### config.mk
export PLATFORM = sky130hd
export DESIGN_NAME = drum_prod_acc_flat
export DESIGN_NICKNAME = d
export VERILOG_FILES = /design/src/rtl/drum_prod_acc_if.sv /design/src/rtl/drum_prod_acc.sv /design/src/flat_wrapper.sv
export SDC_FILE = /design/constraint.sdc
export NUM_CORES = 1
export LEC_CHECK = 0
export ABC_AREA = 0
export CORE_MARGIN = 2
export CORE_UTILIZATION = 45
export DETAILED_ROUTE_END_ITERATION = 16
export GPL_ROUTABILITY_DRIVEN = 0
export PLACE_DENSITY = 0.77
export SYNTH_ARGS = -nofsm -noshare
export SYNTH_HDL_FRONTEND = slang
export SYNTH_SLANG_ARGS = --single-unit
### constraint.sdc
create_clock -name clk -period 3.2 [get_ports clk]
set_clock_uncertainty 0.05 [all_clocks]
set_input_delay 0.64 -clock clk [delete_from_list [all_inputs] [get_ports clk]]
set_output_delay 0.64 -clock clk [all_outputs]
set_load 0.1 [all_outputs]
### src/rtl/drum_prod_acc_if.sv
// -----------------------------------------------------------------------------
// drum_prod_acc_if
//   Stream bundle between the DRUM multiplier, the product accumulator and the
//   consumer of frame results.
//
//   Signals
//     in_valid  / in_ready   : product beat handshake
//     in_prod   [PW-1:0]     : unsigned approximate product
//     in_last                : beat closes the current frame
//     out_valid / out_ready  : frame result handshake
//     out_sum   [AW-1:0]     : saturated frame sum
//     out_cnt   [CW-1:0]     : beats in frame, saturating
//     out_sat                : sum saturated during the frame
//
//   Modports
//     master : the environment (drives beats, accepts results)
//     slave  : the accumulator
// -----------------------------------------------------------------------------
interface drum_prod_acc_if #(
   parameter int PW = 32,
   parameter int AW = 40,
   parameter int CW = 8
);
   logic          in_valid;
   logic          in_ready;
   logic [PW-1:0] in_prod;
   logic          in_last;
   logic          out_valid;
   logic          out_ready;
   logic [AW-1:0] out_sum;
   logic [CW-1:0] out_cnt;
   logic          out_sat;

   modport master (
      output in_valid, in_prod, in_last, out_ready,
      input  in_ready, out_valid, out_sum, out_cnt, out_sat
   );

   modport slave (
      input  in_valid, in_prod, in_last, out_ready,
      output in_ready, out_valid, out_sum, out_cnt, out_sat
   );
endinterface

### src/rtl/drum_prod_acc.sv
// -----------------------------------------------------------------------------
// drum_prod_acc
//   Streaming, saturating accumulator placed behind the 16x16 DRUM approximate
//   multiplier. Unsigned products arrive one beat at a time; the beat flagged
//   in_last closes a frame, whose sum, beat count and saturation flag are then
//   offered on a registered result handshake.
//
//   Parameters
//     PW : product width (multiplier output width)
//     AW : accumulator / result width, AW >= PW
//     CW : beat counter width; the count saturates at 2^CW-1
//
//   Ports
//     clk   : clock, rising edge
//     rst_n : synchronous active-low reset
//     bus   : drum_prod_acc_if.slave (beat input + result output)
//
//   Behaviour summary
//     ACC  : in_ready=1, out_valid=0, beats accumulate.
//     HOLD : out_valid=1, in_ready follows out_ready so a new frame can start
//            in the same cycle the pending result is consumed. A single-beat
//            frame arriving then reloads the result and stays in HOLD.
// -----------------------------------------------------------------------------
module drum_prod_acc #(
   parameter int PW = 32,
   parameter int AW = 40,
   parameter int CW = 8
) (
   input  logic            clk,
   input  logic            rst_n,
   drum_prod_acc_if.slave  bus
);

   // Reject configurations where the accumulator cannot hold one product.
   if (AW < PW) begin : g_aw_check
      $error("drum_prod_acc: AW must be >= PW");
   end

   typedef enum logic [0:0] {
      ST_ACC  = 1'b0,
      ST_HOLD = 1'b1
   } state_t;

   localparam logic [AW-1:0] ACC_MAX = '1;
   localparam logic [CW-1:0] CNT_MAX = '1;

   state_t        state;
   state_t        state_nxt;

   // Running frame state
   logic [AW-1:0] acc;
   logic [CW-1:0] cnt;
   logic          sat;

   // Result registers, held after transfer until the next frame closes
   logic [AW-1:0] sum_q;
   logic [CW-1:0] cnt_q;
   logic          sat_q;

   // Beat arithmetic
   logic [AW:0]   sum_wide;
   logic          ovf;
   logic [AW-1:0] sum_nxt;
   logic [CW-1:0] cnt_nxt;

   logic          in_ready;
   logic          out_valid;
   logic          beat;

   // Ready is forced low while reset is asserted; in HOLD it passes out_ready
   // through so the result slot is freed and refilled in one cycle.
   assign in_ready = rst_n && ((state == ST_ACC) || bus.out_ready);
   assign beat     = bus.in_valid && in_ready;

   // ---------------------------------------------------------------------------
   // Beat arithmetic: one extra bit catches the carry out of the AW-bit sum.
   // An accumulator already pinned at all-ones also counts as overflow so the
   // flag is raised for every beat that lands on a saturated sum.
   // ---------------------------------------------------------------------------
   always_comb begin
      // NOTE: every combinational output gets a default first so no path
      // through the block leaves a signal unassigned and infers a latch.
      sum_wide = {1'b0, acc} + (AW+1)'(bus.in_prod);
      ovf      = sum_wide[AW] || (acc == ACC_MAX);
      sum_nxt  = ovf ? ACC_MAX : sum_wide[AW-1:0];
      cnt_nxt  = (cnt == CNT_MAX) ? cnt : cnt + 1'b1;
   end

   // ---------------------------------------------------------------------------
   // FSM: state register
   // ---------------------------------------------------------------------------
   always_ff @(posedge clk) begin
      // NOTE: sequential state uses non-blocking assignments so every register
      // samples pre-edge values regardless of block evaluation order.
      if (!rst_n) begin
         state <= ST_ACC;
      end else begin
         state <= state_nxt;
      end
   end

   // ---------------------------------------------------------------------------
   // FSM: next state and state-decoded outputs
   // ---------------------------------------------------------------------------
   always_comb begin
      state_nxt = state;
      out_valid = 1'b0;
      unique case (state)
         ST_ACC: begin
            if (beat && bus.in_last) begin
               state_nxt = ST_HOLD;
            end
         end
         ST_HOLD: begin
            out_valid = 1'b1;
            // A closing beat accepted alongside the transfer reloads the
            // result, so the block stays in HOLD for a back-to-back result.
            if (beat && bus.in_last) begin
               state_nxt = ST_HOLD;
            end else if (bus.out_ready) begin
               state_nxt = ST_ACC;
            end
         end
         default: begin
            state_nxt = ST_ACC;
         end
      endcase
   end

   // ---------------------------------------------------------------------------
   // Accumulator and result registers. acc is zero on entry to HOLD, so a beat
   // accepted in HOLD naturally starts the new frame from zero.
   // ---------------------------------------------------------------------------
   always_ff @(posedge clk) begin
      // NOTE: result registers are reset too: out_sum/out_cnt/out_sat must read
      // zero after reset, not only be qualified by out_valid.
      if (!rst_n) begin
         acc   <= '0;
         cnt   <= '0;
         sat   <= 1'b0;
         sum_q <= '0;
         cnt_q <= '0;
         sat_q <= 1'b0;
      end else if (beat) begin
         if (bus.in_last) begin
            sum_q <= sum_nxt;
            cnt_q <= cnt_nxt;
            sat_q <= sat | ovf;
            acc   <= '0;
            cnt   <= '0;
            sat   <= 1'b0;
         end else begin
            acc   <= sum_nxt;
            cnt   <= cnt_nxt;
            sat   <= sat | ovf;
         end
      end
   end

   assign bus.in_ready  = in_ready;
   assign bus.out_valid = out_valid;
   assign bus.out_sum   = sum_q;
   assign bus.out_cnt   = cnt_q;
   assign bus.out_sat   = sat_q;

endmodule

### src/flat_wrapper.sv
// flat-port wrapper written by rule: the top's interface ports become plain ports
module drum_prod_acc_flat 
#(
   parameter int PW = 32,
   parameter int AW = 40,
   parameter int CW = 8
)
  (clk, rst_n, bus_in_valid, bus_in_prod, bus_in_last, bus_out_ready, bus_in_ready, bus_out_valid, bus_out_sum, bus_out_cnt, bus_out_sat);
  drum_prod_acc_if #(.PW(PW), .AW(AW), .CW(CW)) bus_i ();
  input  logic clk;
  input  logic rst_n;
  input wire logic [$bits(bus_i.in_valid)-1:0] bus_in_valid;
  input wire logic [$bits(bus_i.in_prod)-1:0] bus_in_prod;
  input wire logic [$bits(bus_i.in_last)-1:0] bus_in_last;
  input wire logic [$bits(bus_i.out_ready)-1:0] bus_out_ready;
  output wire logic [$bits(bus_i.in_ready)-1:0] bus_in_ready;
  output wire logic [$bits(bus_i.out_valid)-1:0] bus_out_valid;
  output wire logic [$bits(bus_i.out_sum)-1:0] bus_out_sum;
  output wire logic [$bits(bus_i.out_cnt)-1:0] bus_out_cnt;
  output wire logic [$bits(bus_i.out_sat)-1:0] bus_out_sat;
  assign bus_i.in_valid = bus_in_valid;
  assign bus_i.in_prod = bus_in_prod;
  assign bus_i.in_last = bus_in_last;
  assign bus_i.out_ready = bus_out_ready;
  assign bus_in_ready = bus_i.in_ready;
  assign bus_out_valid = bus_i.out_valid;
  assign bus_out_sum = bus_i.out_sum;
  assign bus_out_cnt = bus_i.out_cnt;
  assign bus_out_sat = bus_i.out_sat;
  drum_prod_acc #(.PW(PW), .AW(AW), .CW(CW)) u_core (.clk(clk), .rst_n(rst_n), .bus(bus_i));
endmodule
==> results of run 1 <==
==> cell usage in the layout, fill, tap and decap left out, types with 23 or more instances in the layout <==
cell type        instances
nor2_1                  46
o21ai_1                 27
ha_1                    32
a21o_1                  27
clkdlybuf4s50_1         34
buf_4                  138
a21oi_1                 45
nand4_1                 23
nand3_1                 63
dfxtp_1                 99
nand2_1                 64
o21ai_0                 61
==> stage by stage <==
stage | hold WS [ns] | setup WS [ns] | cell area, sq um
floorplan | 0.396 | 0.158 | 5830
global placement | 0.399 | -0.375 | 7290
detailed placement | 0.404 | -0.432 | 7290
CTS | 0.414 | 0.00144 | 7570
global route | 0.444 | -0.0258 | 7720
finish | 0.410 | 0.0508 | 7720
==> cells by family (layout without fill, tap and decap cells) <==
| family | count (synthesis) | after routing | share of synthesized area |
|---|---|---|---|
| AO/OA/AOI/OAI | 230 | 230 | 0.252 |
| XOR/XNOR | 34 | 34 | 0.0511 |
| adder cells (fa/ha/maj) | 34 | 34 | 0.0743 |
| buffers and inverters | 56 | 203 | 0.0397 |
| flip-flops | 99 | 99 | 0.340 |
| multiplexers | 4 | 4 | 0.00687 |
| AND/OR/NAND/NOR | 278 | 278 | 0.236 |
==> worst max-delay path, delay by kind of cell <==
family	cells	cell delay (ns)
simple gates	1	0.11
fa+ha+maj	1	0.33
buf+inv	1	0.46
xor+xnor	1	0.18
compound gates	6	1.63
==> area by class of cell <==
class                           instances  area (sq um)
Clock buffer                           11           233
Clock inverter                          5          37.5
Fill cell                            1135          4900
Inverter                                8          30.0
Multi-Input combinational cell        580          3720
Sequential cell                        99          1980
Tap cell                              172           215
Timing Repair Buffer                  179          1500
==> power by group through the flow <==
stage	Sequential, mW	Clock, mW	Combinational, mW
floorplan	1.65	0	0.475
global placement	1.38	0	1.10
detailed placement	1.39	0	1.11
CTS	1.36	1.04	1.12
global route	1.37	1.09	1.24
finish	1.36	1.02	1.16
==> sequential cells by signal, summed over array words and instances (netlist names) <==
signal and cells:
u_core.acc 40, u_core.bus.out_sum 40, u_core.bus.out_cnt 8, u_core.cnt 8, u_core.bus.out_sat 1, u_core.sat 1, u_core.state 1
==> worst max-delay path by stage <==
stage / from / end / cells past startpoint
6_report: bus_in_prod[1] / u_core.acc[27]$_SDFFE_PN0P_ / 10
5_1_grt: bus_in_prod[1] / u_core.acc[27]$_SDFFE_PN0P_ / 10
2_1_floorplan: bus_in_prod[0] / u_core.acc[36]$_SDFFE_PN0P_ / 10
3_3_place_gp: bus_in_prod[0] / u_core.acc[20]$_SDFFE_PN0P_ / 12
3_5_place_dp: bus_in_prod[0] / u_core.acc[20]$_SDFFE_PN0P_ / 12
4_1_cts: bus_in_prod[0] / u_core.acc[20]$_SDFFE_PN0P_ / 12
==> routing by layer <==
| metal | GRT usage | vias up | share of wire | routed length (um) |
|---|---|---|---|---|
| li1 | - | 2980 | - | - |
| met1 | 0.321 | 2817 | 0.46 | 7940 |
| met2 | 0.396 | 177 | 0.47 | 8040 |
| met3 | 0.0422 | 22 | 0.052 | 900 |
| met4 | 0.0911 | 0 | 0.016 | 280 |
| met5 | 0 | - | 0 | 0 |
==> repair_timing <==
item,CTS,global route
setup endpoints to repair,18,81
pin swaps,2,10
cloned,0,1
resized for setup,1,33
setup buffers,0,2
==> impl_metrics.toml, run 1 <==
[status]
status = "complete, no violations"

[timing]
maxSlewViolCount = 0
worst_pin_slew_ns = 0.667
fmax_ghz = 0.318
tns_ns = 0
period_needed_ns = 3.15
hold_violations = 0
max_slew_margin = 0.555
post-route-period-util = 0.984
setup_viol = 0

[floorplanning]
initial_core_util = 0.462
fp-row-count = 41
die-height_um = 118
die_w_um = 118
core_area_sq_um = 12600
io_pins = 88
die-area_sq_um = 13900

[power_and_ir_drop]
power_frac_seq = 0.384
p_total_mw = 3.54
switchingPower_mw = 1.29
internal-power_mw = 2.25
power.leakage_nw = 3.45
power_density_nw_per_um2 = 459
peakVddDrop_v = 0.000235
power.share.clock = 0.289
p_sw_frac = 0.365
p_comb_frac = 0.328

[cts]
cts.clk_slew.worst_paths_ns = 0.07
cts_buffer_depth = 2
h-tree-depth = 3
numCtsBuffers = 9
cts.root.buffer_cell = "clkbuf_16"
cts_tree = "done"
cts_hold_buf = 0
clock_latency_ns = 0.36
cts.sinks = 99

[cells_and_area]
syn2layout_area_growth_pct = 32.4
fin_cells = 1054
diodes = 0
drive_above_1_share = 0.226
utilization = 0.611
fin_nets = 948

[synthesis]
syn_area_sq_um = 5830
synth_edf_count = 0
async_reset_ff_frac = 0
ys_seq_elements = 99
yosysUniqueCellTypes = 68
yosys_most_used_dff = "dfxtp_1"
syn_avg_cell_area_sq_um = 7.93
synth_cells = 735
synthTopCellsByCount = "99 x dfxtp_1, 66 x nand2_1, 64 x o21ai_0, 63 x nand3_1, 62 x nor2_1"
yosys-top-cells-area = "dfxtp_1 34%, ha_1 7.1%, o21ai_0 5.5%"
seq_area_frac_synth = 0.340
synthMostInstantiatedCell = "dfxtp_1"
synth_warnings = 0
yosysTopAreaCell = "dfxtp_1"
syn_nets = 806
synth_top_area_share = 0.340

[placed_design]
portBuffers = 87
place_inst = 1035
dp_hpwl_um = 12400

[routing]
wire_per_inst_um = 16.3
wirelength_um = 17200
dr.pass1.iters = 5
viasPerCell = 5.69
drt_iter0_drc = 463
dr_total_vias = 5996
drc = 0
antenna_left = 0

[global_route]
grt_max_degree = 61
grt_overflow = 0
grt_pass1_vias = 5731
grt_pass1_wl_um = 27800
antenna_found_initial = 0
grt_use_total = 0.243

[setup_path]
critPathLaunchType = "input port"
arrival_ns = 3.35
path_class = "in2reg"
r2r_start = "u_core.acc[0]$_SDFFE_PN0P_"
cp_max_fo = 3
timing.rr.end = "u_core.bus.out_sum[27]$_SDFFE_PN0P_"
worst_path_max_delay_cell = "clkdlybuf4s50_1"
crit_required_ns = 3.40
crit_chain = "clkdlybuf4s50_1, ha_1, a211oi_1, o211ai_1, a221oi_4, nor3_2, a41oi_2, o21bai_1, xor2_1, a221o_1"
reg2regPathDepth = 10
worstSetupEndpointType = "flop"
slowest_delay_ns = 0.46
rrSetupSlack_ns = 0.26

[worst_hold_path]
hold_class = "reg2reg"
whs_endpoint = "u_core.bus.out_sum[12]$_SDFFE_PN0P_"
worstHoldStart = "u_core.bus.out_sum[12]$_SDFFE_PN0P_"
hold_depth = 2

[run]
maxCapViolations = 0
No activity file was read; power rests on OpenSTA's default activity.
==> run 2: changes to the inputs <==
--- a/config.mk
+++ b/config.mk
@@ -6,11 +6,13 @@
 export NUM_CORES = 1
 export LEC_CHECK = 0
 export ABC_AREA = 0
+export CAP_MARGIN = 0
 export CORE_MARGIN = 2
 export CORE_UTILIZATION = 45
 export DETAILED_ROUTE_END_ITERATION = 16
+export DONT_BUFFER_PORTS = 1
 export GPL_ROUTABILITY_DRIVEN = 0
-export PLACE_DENSITY = 0.77
+export PLACE_DENSITY = 0.68
 export SYNTH_ARGS = -nofsm -noshare
 export SYNTH_HDL_FRONTEND = slang
 export SYNTH_SLANG_ARGS = --single-unit
==> run 2 against run 1 <==
Effect of this change: clock-buffer cell count increased by 1; clock power increased by 14%; hold slack got worse by 0.027 ns; utilization decreased by 11 points; worst setup slack improved by 0.22 ns; sequential power increased by 21%; total power decreased by 4.0%; cell count decreased by 15%; final area decreased by 18%; via count decreased by 10%; fmax increased by 7.6%; critical path depth decreased by 1; largest cell class unchanged.
==> impl_metrics.toml, run 2 (synthesized netlist as in run 1, its figures left out) <==
[cells_and_area]
diodes = 0
utilization = 0.503
design_area_sq_um = 6350
drive_above_1_share = 0.0784
fillers = 1246
syn2layout_area_growth_pct = 8.99
layout_common_cells = "99 x dfxtp_1, 65 x nand2_1, 64 x o21ai_0"
fin_nets = 793
final_common_cell = "dfxtp_1"

[routing]
drc = 0
antenna_left = 0
viasPerCell = 5.98
drt_iter0_drc = 460
dr_total_vias = 5373
wirelength_um = 15900
dr.pass1.iters = 8
wire_per_inst_um = 17.7

[timing]
rsz0062_at_grt = "false"
setup_ws_ns = 0.273
maxSlewViolCount = 0
hold_violations = 0
worst_pin_slew_ns = 1.03
fmax_ghz = 0.342
fin_hold_ws_ns = 0.383
max_slew_margin = 0.311
period_needed_ns = 2.93
setup_viol = 0
post-route-period-util = 0.915

[power_and_ir_drop]
peakVddDrop_v = 0.000244
p_total_mw = 3.40
power_density_nw_per_um2 = 536
power.leakage_nw = 2.69

[cts]
cts.sinks = 99
cts_hold_buf = 0
cts.clk_slew.worst_paths_ns = 0.07
cts.root.buffer_cell = "clkbuf_16"
cts_buffer_depth = 2
clock_latency_ns = 0.36
h-tree-depth = 3
ctsResizeCount = 0
cts_tree = "done"
numCtsBuffers = 9
postCtsSetupBuffers = 0

[floorplanning]
fp-row-count = 41
die_w_um = 118
core_area_sq_um = 12600
initial_core_util = 0.462
io_pins = 88
die-height_um = 118
die-area_sq_um = 13900

[setup_path]
slowest_delay_ns = 0.42
r2r_start = "u_core.acc[16]$_SDFFE_PN0P_"
crit_end = "u_core.acc[27]$_SDFFE_PN0P_"
crit_required_ns = 3.40
worstSetupEndpointType = "flop"
reg2regPathDepth = 9
cp_max_fo = 6
worst_path_max_delay_cell = "a221oi_1"
critPathLaunchType = "flop"
timing.rr.end = "u_core.acc[27]$_SDFFE_PN0P_"
cp-startpoint = "u_core.acc[16]$_SDFFE_PN0P_"
crit_chain = "ha_1, and2_1, a21o_1, a221oi_1, o21ai_0, a41oi_2, o21bai_1, xor2_1, a221o_1"
path_class = "reg2reg"
arrival_ns = 3.12
rrSetupSlack_ns = 0.27

[placed_design]
dp_hpwl_um = 11800
dpl_cell_area_sq_um = 6040
portBuffers = 0
dp_slack_ns = -0.00155

[global_route]
antenna_found_initial = 0
grt_overflow = 0
grt_pass1_vias = 5129
grt_pass1_wl_um = 26000
grt_max_degree = 63
grt_use_total = 0.229

[status]
status = "complete, no violations"

[worst_hold_path]
hold_class = "in2reg"

[run]
maxCapViolations = 0
[run 2: layer usage]
| layer | GRT usage | up-vias | wire, um |
|---|---|---|---|
| met2 | 0.367 | 190 | 7280 |
| met3 | 0.0480 | 20 | 1070 |
| li1 | - | 2670 | - |
| met1 | 0.302 | 2493 | 7290 |
| met5 | 0 | - | 0 |
| met4 | 0.0873 | 0 | 282 |
[run 2: worst min path at each step]
stage / slack [ns] / depth (start not counted) / from / to
2_1_floorplan: 0.40 / 2 / u_core.acc[11]$_SDFFE_PN0P_ / u_core.acc[11]$_SDFFE_PN0P_
3_3_place_gp: 0.41 / 2 / u_core.acc[12]$_SDFFE_PN0P_ / u_core.acc[12]$_SDFFE_PN0P_
3_5_place_dp: 0.42 / 2 / u_core.acc[12]$_SDFFE_PN0P_ / u_core.acc[12]$_SDFFE_PN0P_
5_1_grt: 0.39 / 1 / rst_n / u_core.acc[32]$_SDFFE_PN0P_
6_report: 0.38 / 2 / rst_n / u_core.bus.out_cnt[1]$_SDFFE_PN0P_
4_1_cts: 0.37 / 2 / rst_n / u_core.bus.out_cnt[2]$_SDFFE_PN0P_
[run 2: layout make-up]
type,count,area [sq um],area share
sequential,99,1980,0.312
multi-input combinational,580,3620,0.570
inverter,8,30.0,0.00473
clock buffer,12,256,0.0404
timing repair buffer,24,193,0.0303
clock inverter,4,56.3,0.00886
tap,172,215,0.0339
[run 2: power by group]
part / internal (mW) / total [mW] / switching [mW]
sequential: 1.30 / 1.64 / 0.332
combinational: 0.234 / 0.613 / 0.379
clock: 0.655 / 1.16 / 0.500
[run 2: metrics by stage]
step | TNS, ns | std cells
final | 0 | 899
after global routing | 0 | 899
after CTS | 0 | 899
after detailed placement | -0.00155 | 883
after global placement | 0 | 883
after floorplan | 0 | 735
[run 2: critical path, delay by kind of cell (launching register included)]
family	cells	cell delay, ns
AO/OA/AOI/OAI	6	1.61
flip-flops	1	0.40
adder cells (fa/ha/maj)	1	0.31
AND/OR/NAND/NOR	1	0.24
XOR/XNOR	1	0.20
==> run 3: changes to the inputs <==
--- a/config.mk
+++ b/config.mk
@@ -7,6 +7,7 @@
 export LEC_CHECK = 0
 export ABC_AREA = 0
 export CAP_MARGIN = 0
+export CORE_ASPECT_RATIO = 1.1
 export CORE_MARGIN = 2
 export CORE_UTILIZATION = 45
 export DETAILED_ROUTE_END_ITERATION = 16
==> run 3 against run 2 <==
Effect of this change: via count fell by 0.30%; flip-flop and latch count is the same; die area about the same; critical path depth increased by 2; cell count fell by 1.4%; hold slack got worse by 0.0036 ns; worst setup slack worse by 0.044 ns; highest routed layer unchanged.
==> impl_metrics.toml, run 3 (synthesized netlist as in run 1, its figures left out) <==
[cts]
numCtsBuffers = 9
cts.root.buffer_cell = "clkbuf_16"
clock_latency_ns = 0.37
h-tree-depth = 3
cts_hold_buf = 0
cts_buffer_depth = 2
ctsResizeCount = 0
cts.sinks = 99
cts.clk_slew.worst_paths_ns = 0.08
cts_tree = "done"
postCtsSetupBuffers = 0

[timing]
setup_viol = 0
rsz0062_at_grt = "false"
period_needed_ns = 2.97
setup_ws_ns = 0.229
worst_pin_slew_ns = 1.05
post-route-period-util = 0.928
maxSlewViolCount = 0
hold_violations = 0
fmax_ghz = 0.337
max_slew_margin = 0.296

[placed_design]
dp_slack_ns = -0.0525
portBuffers = 0
dp_hpwl_um = 11500
place_inst = 870

[cells_and_area]
fin_nets = 795
multi_input_area_sq_um = 3620
diodes = 0
syn2layout_area_growth_pct = 8.80
seqCellArea_sq_um = 1980
fillers = 1203
drive_above_1_share = 0.0823
layout_common_cells = "99 x dfxtp_1, 65 x nand2_1, 64 x o21ai_0"
final_common_cell = "dfxtp_1"
fin_cells = 886

[global_route]
antenna_found_initial = 0
grt_max_degree = 63
grt_pass1_wl_um = 25400
grt_use_total = 0.228
grt_pass1_vias = 5019
grt_overflow = 0

[routing]
drc = 0
viasPerCell = 6.05
dr.pass1.iters = 5
drt_iter0_drc = 343
wirelength_um = 15800
dr_total_vias = 5357
antenna_left = 0
wire_per_inst_um = 17.8

[power_and_ir_drop]
peakVddDrop_v = 0.000510
p_comb_frac = 0.184
p_sw_frac = 0.373
internal-power_mw = 2.09
power.share.clock = 0.325
switchingPower_mw = 1.25
power_density_nw_per_um2 = 526
power.leakage_nw = 2.70
power_frac_seq = 0.491

[setup_path]
r2r_start = "u_core.acc[0]$_SDFFE_PN0P_"
reg2regPathDepth = 11
crit_required_ns = 3.39
arrival_ns = 3.16
timing.rr.end = "u_core.acc[20]$_SDFFE_PN0P_"
worstSetupEndpointType = "flop"
cp_max_fo = 4
critPathLaunchType = "flop"
rrSetupSlack_ns = 0.23
path_class = "reg2reg"

[floorplanning]
die-height_um = 123
core_area_sq_um = 12600
initial_core_util = 0.461
fp-row-count = 43
die_w_um = 113
die-area_sq_um = 13900
io_pins = 88

[worst_hold_path]
whs_endpoint = "u_core.bus.out_cnt[0]$_SDFFE_PN0P_"
hold_class = "in2reg"
hold_depth = 2
worstHoldStart = "rst_n"

[run]
maxCapViolations = 0

[status]
status = "complete, no violations"
## run 3: final cells by class
class,instances,area share
Multi-Input combinational cell,580,0.571
Sequential cell,99,0.312
Clock buffer,9,0.0355
Timing Repair Buffer,26,0.0347
Tap cell,157,0.0310
Clock inverter,7,0.0107
Inverter,8,0.00473
## run 3: worst max-delay path: stages (launching register included)
cell	delay [ns]
dfxtp_1	0.34
ha_1	0.21
fa_1	0.40
a211o_1	0.30
a211oi_2	0.35
buf_4	0.18
o311ai_1	0.12
nand2_1	0.17
a21oi_1	0.10
or3_1	0.32
a21oi_1	0.21
o21ai_0	0.09
## run 3: power by group through the flow
| stage | logic [mW] | clock network (mW) | registers, mW |
|---|---|---|---|
| global route | 0.681 | 1.16 | 1.65 |
| floorplan | 0.475 | 0 | 1.65 |
| CTS | 0.606 | 1.11 | 1.64 |
| finish | 0.614 | 1.08 | 1.64 |
| global placement | 0.591 | 0 | 1.66 |
| detailed placement | 0.602 | 0 | 1.66 |
## run 3: per-layer routing
| layer | share of wire | wire, um | global-route usage |
|---|---|---|---|
| met5 | 0 | 0 | 0 |
| met2 | 0.47 | 7490 | 0.369 |
| met4 | 0.015 | 232 | 0.0739 |
| met3 | 0.056 | 879 | 0.0574 |
| met1 | 0.46 | 7180 | 0.299 |
## run 3: stage by stage
stage	util	TNS, ns	instance area [sq um]	hold WS [ns]	power [mW]
final	0.502	0	6340	0.379	3.34
after global routing	0.502	0	6340	0.356	3.49
after CTS	0.502	0	6340	0.360	3.35
after detailed placement	0.478	-0.103	6050	0.416	2.27
after global placement	0.478	0	6050	0.410	2.25
after floorplan	-	0	5830	0.396	2.12
## run 3: worst max path at each step
stage                          startpoint                     endpoint  cells after the start
6_report       u_core.acc[0]$_SDFFE_PN0P_  u_core.acc[20]$_SDFFE_PN0P_                     11
5_1_grt        u_core.acc[0]$_SDFFE_PN0P_  u_core.acc[20]$_SDFFE_PN0P_                     11
4_1_cts        u_core.acc[0]$_SDFFE_PN0P_  u_core.acc[20]$_SDFFE_PN0P_                     11
3_5_place_dp               bus_in_prod[0]  u_core.acc[20]$_SDFFE_PN0P_                     11
3_3_place_gp               bus_in_prod[0]  u_core.acc[20]$_SDFFE_PN0P_                     11
2_1_floorplan              bus_in_prod[0]  u_core.acc[36]$_SDFFE_PN0P_                     10
